### src/rtl/axil_master.sv
// ---------------------------------------------------------------------------
// axil_master
//   AXI-Lite initiator. Takes one command at a time from a simple
//   valid/ready command port, runs it as an AR/R read or an AW/W/B write,
//   and returns read data plus a one-bit error flag on a response port.
//
//   Handshake rule for every channel: a transfer happens on the rising edge
//   where valid && ready are both 1. The source holds valid and its payload
//   stable until that edge, and valid never depends on ready.
//
//   Optional feature (compile-time macro AXIL_MASTER_TIMEOUT_EN): a watchdog
//   aborts any AXI phase that makes no progress for TIMEOUT_CYC cycles and
//   reports it as an error response. Without the macro the block waits
//   indefinitely.
//
// Ports:
//   clk, rst_n                     clock, synchronous active-low reset
//   cmd_valid/ready/write/addr/wdata  command in
//   rsp_valid/ready/rdata/err      response out
//   ar_*, r_*                      AXI-Lite read address / read data
//   aw_*, w_*, b_*                 AXI-Lite write address / data / response
//   o_dbg_state                    current FSM state (debug/observability)
//
// All outputs are registered; no input reaches an output combinationally.
// ---------------------------------------------------------------------------
module axil_master #(
  parameter int ADDR_WDTH   = 16,
  parameter int DATA_WDTH   = 32,
  parameter int RESP_WDTH   = 1,
  parameter int TIMEOUT_CYC = 64
) (
  input  logic                 clk,
  input  logic                 rst_n,
  input  logic                 cmd_valid,
  output logic                 cmd_ready,
  input  logic                 cmd_write,
  input  logic [ADDR_WDTH-1:0] cmd_addr,
  input  logic [DATA_WDTH-1:0] cmd_wdata,
  output logic                 rsp_valid,
  input  logic                 rsp_ready,
  output logic [DATA_WDTH-1:0] rsp_rdata,
  output logic                 rsp_err,
  output logic                 ar_valid,
  input  logic                 ar_ready,
  output logic [ADDR_WDTH-1:0] ar_address,
  input  logic                 r_valid,
  output logic                 r_ready,
  input  logic [DATA_WDTH-1:0] r_data,
  input  logic [RESP_WDTH-1:0] r_resp,
  output logic                 aw_valid,
  input  logic                 aw_ready,
  output logic [ADDR_WDTH-1:0] aw_address,
  output logic                 w_valid,
  input  logic                 w_ready,
  output logic [DATA_WDTH-1:0] w_data,
  input  logic                 b_valid,
  output logic                 b_ready,
  input  logic [RESP_WDTH-1:0] b_resp,
  output logic [2:0]           o_dbg_state
);

  localparam logic [2:0] IDLE  = 3'd0;
  localparam logic [2:0] RD_A  = 3'd1;
  localparam logic [2:0] RD_D  = 3'd2;
  localparam logic [2:0] WR_AW = 3'd3;
  localparam logic [2:0] WR_B  = 3'd4;
  localparam logic [2:0] RSP   = 3'd5;

  logic [2:0] r_state;
  logic       r_aw_done;   // sticky: AW handshake already happened
  logic       r_w_done;    // sticky: W handshake already happened

  logic w_aw_done;
  logic w_w_done;
  logic w_leave;           // current AXI phase completes this cycle
  logic w_busy;
  logic w_timeout;

  assign w_aw_done = r_aw_done | (aw_valid & aw_ready);
  assign w_w_done  = r_w_done  | (w_valid  & w_ready);
  assign w_busy    = (r_state == RD_A) || (r_state == RD_D) ||
                     (r_state == WR_AW) || (r_state == WR_B);

  always_comb begin
    w_leave = 1'b0;
    case (r_state)
      RD_A:    w_leave = ar_ready;
      RD_D:    w_leave = r_valid;
      WR_AW:   w_leave = w_aw_done & w_w_done;
      WR_B:    w_leave = b_valid;
      default: w_leave = 1'b0;
    endcase
  end

`ifdef AXIL_MASTER_TIMEOUT_EN
  localparam int CNT_W = ($clog2(TIMEOUT_CYC) > 8) ? $clog2(TIMEOUT_CYC) : 8;
  logic [CNT_W-1:0] r_cnt;

  // Counter restarts whenever the state changes, so partial progress in
  // WR_AW (only one of AW/W done) does not extend the deadline.
  always_ff @(posedge clk) begin
    if (!rst_n || !w_busy || w_leave || w_timeout) r_cnt <= '0;
    else                                          r_cnt <= r_cnt + 1'b1;
  end

  assign w_timeout = w_busy && !w_leave && (r_cnt == CNT_W'(TIMEOUT_CYC - 1));
`else
  assign w_timeout = 1'b0;
`endif

  always_ff @(posedge clk) begin
    if (!rst_n) begin
      r_state    <= IDLE;
      r_aw_done  <= 1'b0;
      r_w_done   <= 1'b0;
      cmd_ready  <= 1'b1;
      rsp_valid  <= 1'b0;
      rsp_rdata  <= '0;
      rsp_err    <= 1'b0;
      ar_valid   <= 1'b0;
      ar_address <= '0;
      r_ready    <= 1'b0;
      aw_valid   <= 1'b0;
      aw_address <= '0;
      w_valid    <= 1'b0;
      w_data     <= '0;
      b_ready    <= 1'b0;
    end else begin
      case (r_state)
        IDLE: begin
          if (cmd_valid) begin
            cmd_ready <= 1'b0;
            if (cmd_write) begin
              aw_address <= cmd_addr;
              w_data     <= cmd_wdata;
              aw_valid   <= 1'b1;
              w_valid    <= 1'b1;
              r_state    <= WR_AW;
            end else begin
              ar_address <= cmd_addr;
              ar_valid   <= 1'b1;
              r_state    <= RD_A;
            end
          end
        end
        RD_A: begin
          if (ar_ready) begin
            ar_valid <= 1'b0;
            r_ready  <= 1'b1;
            r_state  <= RD_D;
          end
        end
        RD_D: begin
          if (r_valid) begin
            r_ready   <= 1'b0;
            rsp_rdata <= r_data;
            rsp_err   <= |r_resp;
            rsp_valid <= 1'b1;
            r_state   <= RSP;
          end
        end
        WR_AW: begin
          if (aw_valid && aw_ready) aw_valid <= 1'b0;
          if (w_valid && w_ready)   w_valid  <= 1'b0;
          if (w_aw_done && w_w_done) begin
            r_aw_done <= 1'b0;
            r_w_done  <= 1'b0;
            b_ready   <= 1'b1;
            r_state   <= WR_B;
          end else begin
            r_aw_done <= w_aw_done;
            r_w_done  <= w_w_done;
          end
        end
        WR_B: begin
          if (b_valid) begin
            b_ready   <= 1'b0;
            rsp_err   <= |b_resp;
            rsp_rdata <= '0;
            rsp_valid <= 1'b1;
            r_state   <= RSP;
          end
        end
        RSP: begin
          // cmd_ready rises only on the next cycle, so a new command can
          // never be taken in the same cycle the response is consumed.
          if (rsp_ready) begin
            rsp_valid <= 1'b0;
            rsp_err   <= 1'b0;
            cmd_ready <= 1'b1;
            r_state   <= IDLE;
          end
        end
        default: r_state <= IDLE;
      endcase

      if (w_timeout) begin
        ar_valid  <= 1'b0;
        r_ready   <= 1'b0;
        aw_valid  <= 1'b0;
        w_valid   <= 1'b0;
        b_ready   <= 1'b0;
        r_aw_done <= 1'b0;
        r_w_done  <= 1'b0;
        rsp_rdata <= '0;
        rsp_err   <= 1'b1;
        rsp_valid <= 1'b1;
        r_state   <= RSP;
      end
    end
  end

  assign o_dbg_state = r_state;

endmodule

### config.mk
export PLATFORM = sky130hd
export DESIGN_NAME = axil_master
export DESIGN_NICKNAME = d
export VERILOG_FILES = /design/src/rtl/axil_master.sv
export SDC_FILE = /design/constraint.sdc
export NUM_CORES = 1
export LEC_CHECK = 0
export CAP_MARGIN = 25
export CORE_ASPECT_RATIO = 2
export CORE_UTILIZATION = 37
export DETAILED_ROUTE_END_ITERATION = 8
export HOLD_SLACK_MARGIN = 0.12
export PLACE_DENSITY_LB_ADDON = 0.15
export RECOVER_POWER = 100
export SLEW_MARGIN = 15
export SYNTH_ARGS = -nofsm -noshare
export SYNTH_HDL_FRONTEND = slang
export SYNTH_SLANG_ARGS = --single-unit
export TNS_END_PERCENT = 5
### constraint.sdc
create_clock -name clk -period 1.4 [get_ports clk]
set_clock_uncertainty 0.15 [all_clocks]
set_input_delay 0.28 -clock clk [delete_from_list [all_inputs] [get_ports clk]]
set_output_delay 0.28 -clock clk [all_outputs]
set_load 0.01 [all_outputs]
# ---- After elaboration in Yosys (flattened, before gate mapping)
# Index checks and enable logic that the tools add are counted.
# Widths: inputs -> output; s select.
dict set report totals {
  ff_bits 109
  latch_bits 0
  mem_bits_rw 0
  rom_bits 0
  out_inout_bits 107
  memories 0
}
dict set report classes {
  n_addsub 0
  mul 0
  div 0
  magnitude_cmp 0
  n_eq_ne 15
  shifts 0
  mux 39
  bitwise_logic 5
  n_reduce_logical 22
}
# operator count
set op_table {}
lappend op_table {{$mux 32} 2}
lappend op_table {{$pmux 32 s2} 1}
lappend op_table {{$mux 1} 20}
lappend op_table {{$mux 3} 6}
lappend op_table {{$pmux 3 s6} 1}
lappend op_table {{$reduce_and 3->1} 6}
lappend op_table {{$reduce_and 4->1} 4}
lappend op_table {{$ne 2x2->1 const B} 7}
lappend op_table {{$pmux 1 s2} 6}
lappend op_table {{$reduce_bool 2->1} 6}
lappend op_table {{$eq 3x2->1 const B} 2}
lappend op_table {{$eq 3x3->1 const B} 2}
lappend op_table {{$ne 2x1->1 const B} 3}
lappend op_table {{$pmux 1 s3} 2}
lappend op_table {{$reduce_and 6->1} 1}
lappend op_table {{$eq 3x1->1 const B} 1}
lappend op_table {{$logic_and 1x1->1} 3}
lappend op_table {{$logic_not 3->1} 1}
lappend op_table {{$reduce_bool 3->1} 1}
lappend op_table {{$and 1x1->1} 2}
lappend op_table {{$mux 2} 1}
lappend op_table {{$or 1x1->1} 2}
lappend op_table {{$not 1->1} 1}

# ---- Depth between registers and ports, before layout
dict set report depth {
  depth_word 5
  ltp_mapped 7
  ltp_nobuf 4
}

# ---- Worst setup path after synthesis
# Ideal clock, no wire load.
dict set report synth_path {
  path_type {register -> register}
  startpoint {register r_state[0] (netlist: o_dbg_state[0])}
  endpoint {register w_valid}
  arrival_time_ns 1.267
  setup_slack_ns -0.134
  path_stages_with_launch 7
  synth_period_minus_slack_ns 1.534
  cell_sequence {dfxtp_1 > buf_2 > nor2_2 > and3_1 > buf_2 > buf_2 > o211a_1}
}
dict set report synth_via {
  elab_chain_cells 3
}
# element line_no
set synth_lines {}
lappend synth_lines {{start: declaration} 69} ;# logic [2:0] r_state;
lappend synth_lines {{start signal: assignment} 113} ;# r_state <= IDLE;
lappend synth_lines {{start signal: assignment} 138} ;# r_state <= WR_AW;
lappend synth_lines {{start signal: assignment} 142} ;# r_state <= RD_A;
lappend synth_lines {{$eq 3x2->1 / $logic_not 3->1 (equally long branches)} 129} ;# case (r_state)
lappend synth_lines {{$ne 2x1->1 (no line), or another cell as far along} n/a}
lappend synth_lines {{$reduce_and 4->1 (no line)} n/a}
lappend synth_lines {{end signal: assignment} 125} ;# w_valid <= 1'b0;
lappend synth_lines {{end signal: assignment} 137} ;# w_valid <= 1'b1;
lappend synth_lines {{end signal: assignment} 164} ;# if (w_valid && w_ready) w_valid <= 1'b0;
lappend synth_lines {{end: declaration} 53} ;# output logic w_valid,
# Parallel ways exist; a longest one is shown, timed or not.
# A chain may end at the register's enable or synchronous reset.

# ---- Worst setup path in the final report
dict set report layout_path {
  startpoint {register r_state[2] (netlist: o_dbg_state[2])}
  endpoint {register rsp_rdata[27]}
}
dict set report layout_via {
  elab_chain_cells 3
}
# element line_no
set layout_lines {}
lappend layout_lines {{$eq 3x3->1 / $eq 3x2->1 (equally long branches)} 129}
lappend layout_lines {{$ne 2x2->1 (no line) / $reduce_bool 2->1 (equally long branches)} n/a}
lappend layout_lines {{$reduce_and 3->1 (no line)} n/a}
lappend layout_lines {{end signal: assignment} 156} ;# rsp_rdata <= r_data;
lappend layout_lines {{end: declaration} 41} ;# output logic [DATA_WDTH-1:0] rsp_rdata,
# Parallel ways exist; a longest one is shown, timed or not.

==> metrics.md <==
| Metric | Value |
|---|---|
| Startpoint types | flop |
| DR WL/cell | approximately 15 um |
| Vias in the first global route | 4,221 |
| Rows | between 50 and 60 |
| Yosys warns | 0 |
| Fin crit period | 1.581 ns |
| Mapped Avg Cell Area | 8.388 um2 |
| Clock Sink Count | roughly 110 |
| Register area share after synthesis | about half |
| Synth-to-layout area growth | 62.22% |
| Fin nets | 804 |
| Initial antenna violation count | 0 |
| Unrepaired setup endpoints after global routing | true |
| Hold Vio Cnt, Final | 0 |
| Worst reg-to-reg path cell count | 7 |
| Synth Flop Type | dfxtp_1 |
| DRT antenna net count | 0 |
| Power consumption | 0.008426 W |
| Slew Viols, Final | 0 |
| Hold Crit Class | in2reg |
| CORE AREA | ~0.011 mm2 |
| Finished Core Util | 62.14% |
| Footprint of the multi-input gates | 0.001919 mm2 |
| XOR/XNOR Fraction of Synth Area | 0% |
| Mapped cell area | around 0.0042 mm2 |
| Peak VDD IR | between 0.7 and 0.8 mV |
| HPWL Detailed | 8858 um |
| Synth Area in Simple Gates | 26.57% |
| Mapped Nets | approximately 600 |
| Fill count | 954 |
| Failing checks | negative setup slack |
| Post-synthesis mux area share | less than 1% |
| Crit. End Element | flop |
| Post-synthesis register bit count | approximately 110 |
| Initial Utilization | 38.31% |
| CTS Buf Count | 9 |
| Bufs on Longest Clock Path | 2 |
| Post-CTS Hold Fix Bufs | 0 |
| Max_slew headroom | 53.13% |
| Share of the synthesized area in the top cell type | between 50% and 60% |
| Placer Congestion | 0.7746 |
| DRC Markers | 0 |
| Number of antenna diodes | 0 |
| Largest area contributor in the netlist | dfxtp_1 |
| Register area | 0.002191 mm2 |
| Initial DRC count | 164 |
| CTS tree | done |
| WL final | between 10,000 and 15,000 um |
| Clock root cell | clkbuf_16 |
| GRT Overall Usage | 20.99% |
| Number of flops mapped to enable cells by yosys | 0 |
| Port bufs | 198 |
| Min setup slack post-route | -0.1810 ns |
| DR vias | between 4,000 and 5,000 |
| Clk_lat worst skew | 0.33 ns |
| IO Pins | approximately 200 |
| Largest net degree at the start of global routing | 112 |
| Synth unique cells | 39 |
| FMAX | 0.6325 GHz |
| CTS H-tree lvls | 3 |
| Asr flop ratio synth | 0% |
| Setup violations, final | 91 |
| Setup CP Type | reg2reg |
| Cell count after synthesis | 503 |
| CP arrival | 1.71 ns |
| Crit path required time | 1.53 ns |
| Horiz. Die Dim | just under 80 um |
| Worst Path Max Fanout | 16 |
| Max cap viols | 0 |
| Final worst path period share | 112.9% |
| Clock transition at path regs | 0.07 ns |
| Layout cells sized above 1 | 11.58% |
| Vias/cell | about 4.9 |
| Run status | complete, but fails checks |
| First-pass GRT wire length | 20,000 um |
| Synth Area in Compound Gates | 16.64% |
| Hold depth | 4 |
| Top cells by area, synth | dfxtp_1 52%, nand2_1 15%, a21boi_1 12%, nand3_1 7.9%, buf_2 2.3% |
| Leakage power figure | approximately 2.8 nW |
| Height of the chip | approximately 150 um |
| Adder-Cell Fraction of Synth Area | 0% |
| Pwr/cell area | 1231 mW/mm2 |
| Area of the die | 0.01186 mm2 |
| Grt total ovfl | 0 |
| Combinational family with the most area after synthesis | simple AND/OR/NAND/NOR gates |
| Worst-margin pin slew | 0.7030 ns |
| Pre-Repair DR Iteration Count | 4 |
[stage by stage]
stage	hold WS (ns)	setup TNS [ns]	worst slack (ns)	instance area, um2	instances
after floorplan	0.2530	-0.07584	-0.005789	4273	503
after global routing	0.2478	-13.64	-0.2198	6844	857
after global placement	0.2834	-46.06	-0.4921	6479	831
final	0.2454	-6.972	-0.1810	6844	857
after detailed placement	0.2940	-46.09	-0.4845	6494	832
after CTS	0.2330	-7.210	-0.1045	6769	848
[report_power, final]
group | internal [W] | total (W) | switching, W | leakage (nW)
clock network | 0.00132 | 0.00246 | 0.00114 | 0.140
registers | 0.00341 | 0.00358 | 0.000168 | 0.889
logic | 0.00123 | 0.00238 | 0.00115 | 1.75
total | 0.00597 | 0.00843 | 0.00246 | 2.78
[flip-flops by register name, summed over array words and instances, names as in the netlist]
| register | flops |
|---|---|
| b_ready | 1 |
| aw_valid | 1 |
| r_ready | 1 |
| aw_address | 16 |
| w_data | 32 |
| rsp_valid | 1 |
| ar_valid | 1 |
| ar_address | 16 |
| r_aw_done | 1 |
| w_valid | 1 |
| rsp_err | 1 |
| r_w_done | 1 |
| rsp_rdata | 32 |
| cmd_ready | 1 |
| o_dbg_state | 3 |
[cells by family after synthesis]
group / count (synthesis)
flip-flops: 109
AND/OR/NAND/NOR: 257
AO/OA/AOI/OAI: 94
multiplexers: 1
buffers and inverters: 42
[path summary, 6_finish.rpt]
kind                        from             to  slack, ns
hold reg to reg        w_data[7]      w_data[7]       0.30
hold / removal             rst_n   rsp_rdata[1]       0.25
setup reg to reg  o_dbg_state[2]  rsp_rdata[27]      -0.18
setup / recovery  o_dbg_state[2]  rsp_rdata[27]      -0.18
[Yosys cell counts (3+ instances only)]
cell type,instances
nand2b_1,4
nand2_1,168
o21ai_0,5
clkbuf_1,16
nor2b_1,5
a21oi_1,5
nand3_1,67
a21boi_1,66
dfxtp_1,109
buf_2,19
nand3b_1,4
inv_1,3
[area by class of cell]
class                   count  share of cell area [%]
repair buffers            237                   32.89
inverters                   3                  0.1645
well taps                 140                   2.559
multi-input cells         352                   28.04
clock inverters             5                  0.6399
clock buffers              11                   3.693
flip-flops and latches    109                   32.01
[layer usage]
metal	up-vias	track usage (%)	part of all wire [%]
li1	2090	-	-
met1	1953	21.41	38
met2	140	39.99	54
met3	14	5.134	5.7
met4	0	7.637	1.8
met5	-	0	0
[worst max-delay path, cell delays in order, from the launching register on]
cell and delay [ns]:
dfxtp_4 0.35, buf_12 0.14, nand3b_1 0.22, a21oi_4 0.18, buf_12 0.14, clkbuf_16 0.17
nand3_1 0.08, nand2_1 0.07
[cells in the final DEF (no fill, tap or decap), types with 3 or more instances in the layout]
cell type        count
o21ai_0              4
buf_6               10
nand2_1            168
clkdlybuf4s50_1     88
dfxtp_1            104
a21oi_1              5
buf_4               19
buf_12               8
clkdlybuf4s15_1     57
a21boi_1            64
nand3b_1             4
dfxtp_2              4
clkbuf_16           12
dlygate4sd2_1       10
nand3_1             66
inv_1                3
clkdlybuf4s15_2      3
nor2b_1              3
clkbuf_1            34
[repair_timing]
| item | 4_1_cts | 5_1_grt |
|---|---|---|
| cloned | 0 | 3 |
| endpoints found under the setup margin | 212 | 190 |
| buffers inserted | 0 | 6 |
| pin swaps | 3 | 7 |
| resized for setup | 172 | 115 |
No activity file was read; power rests on OpenSTA's default activity.
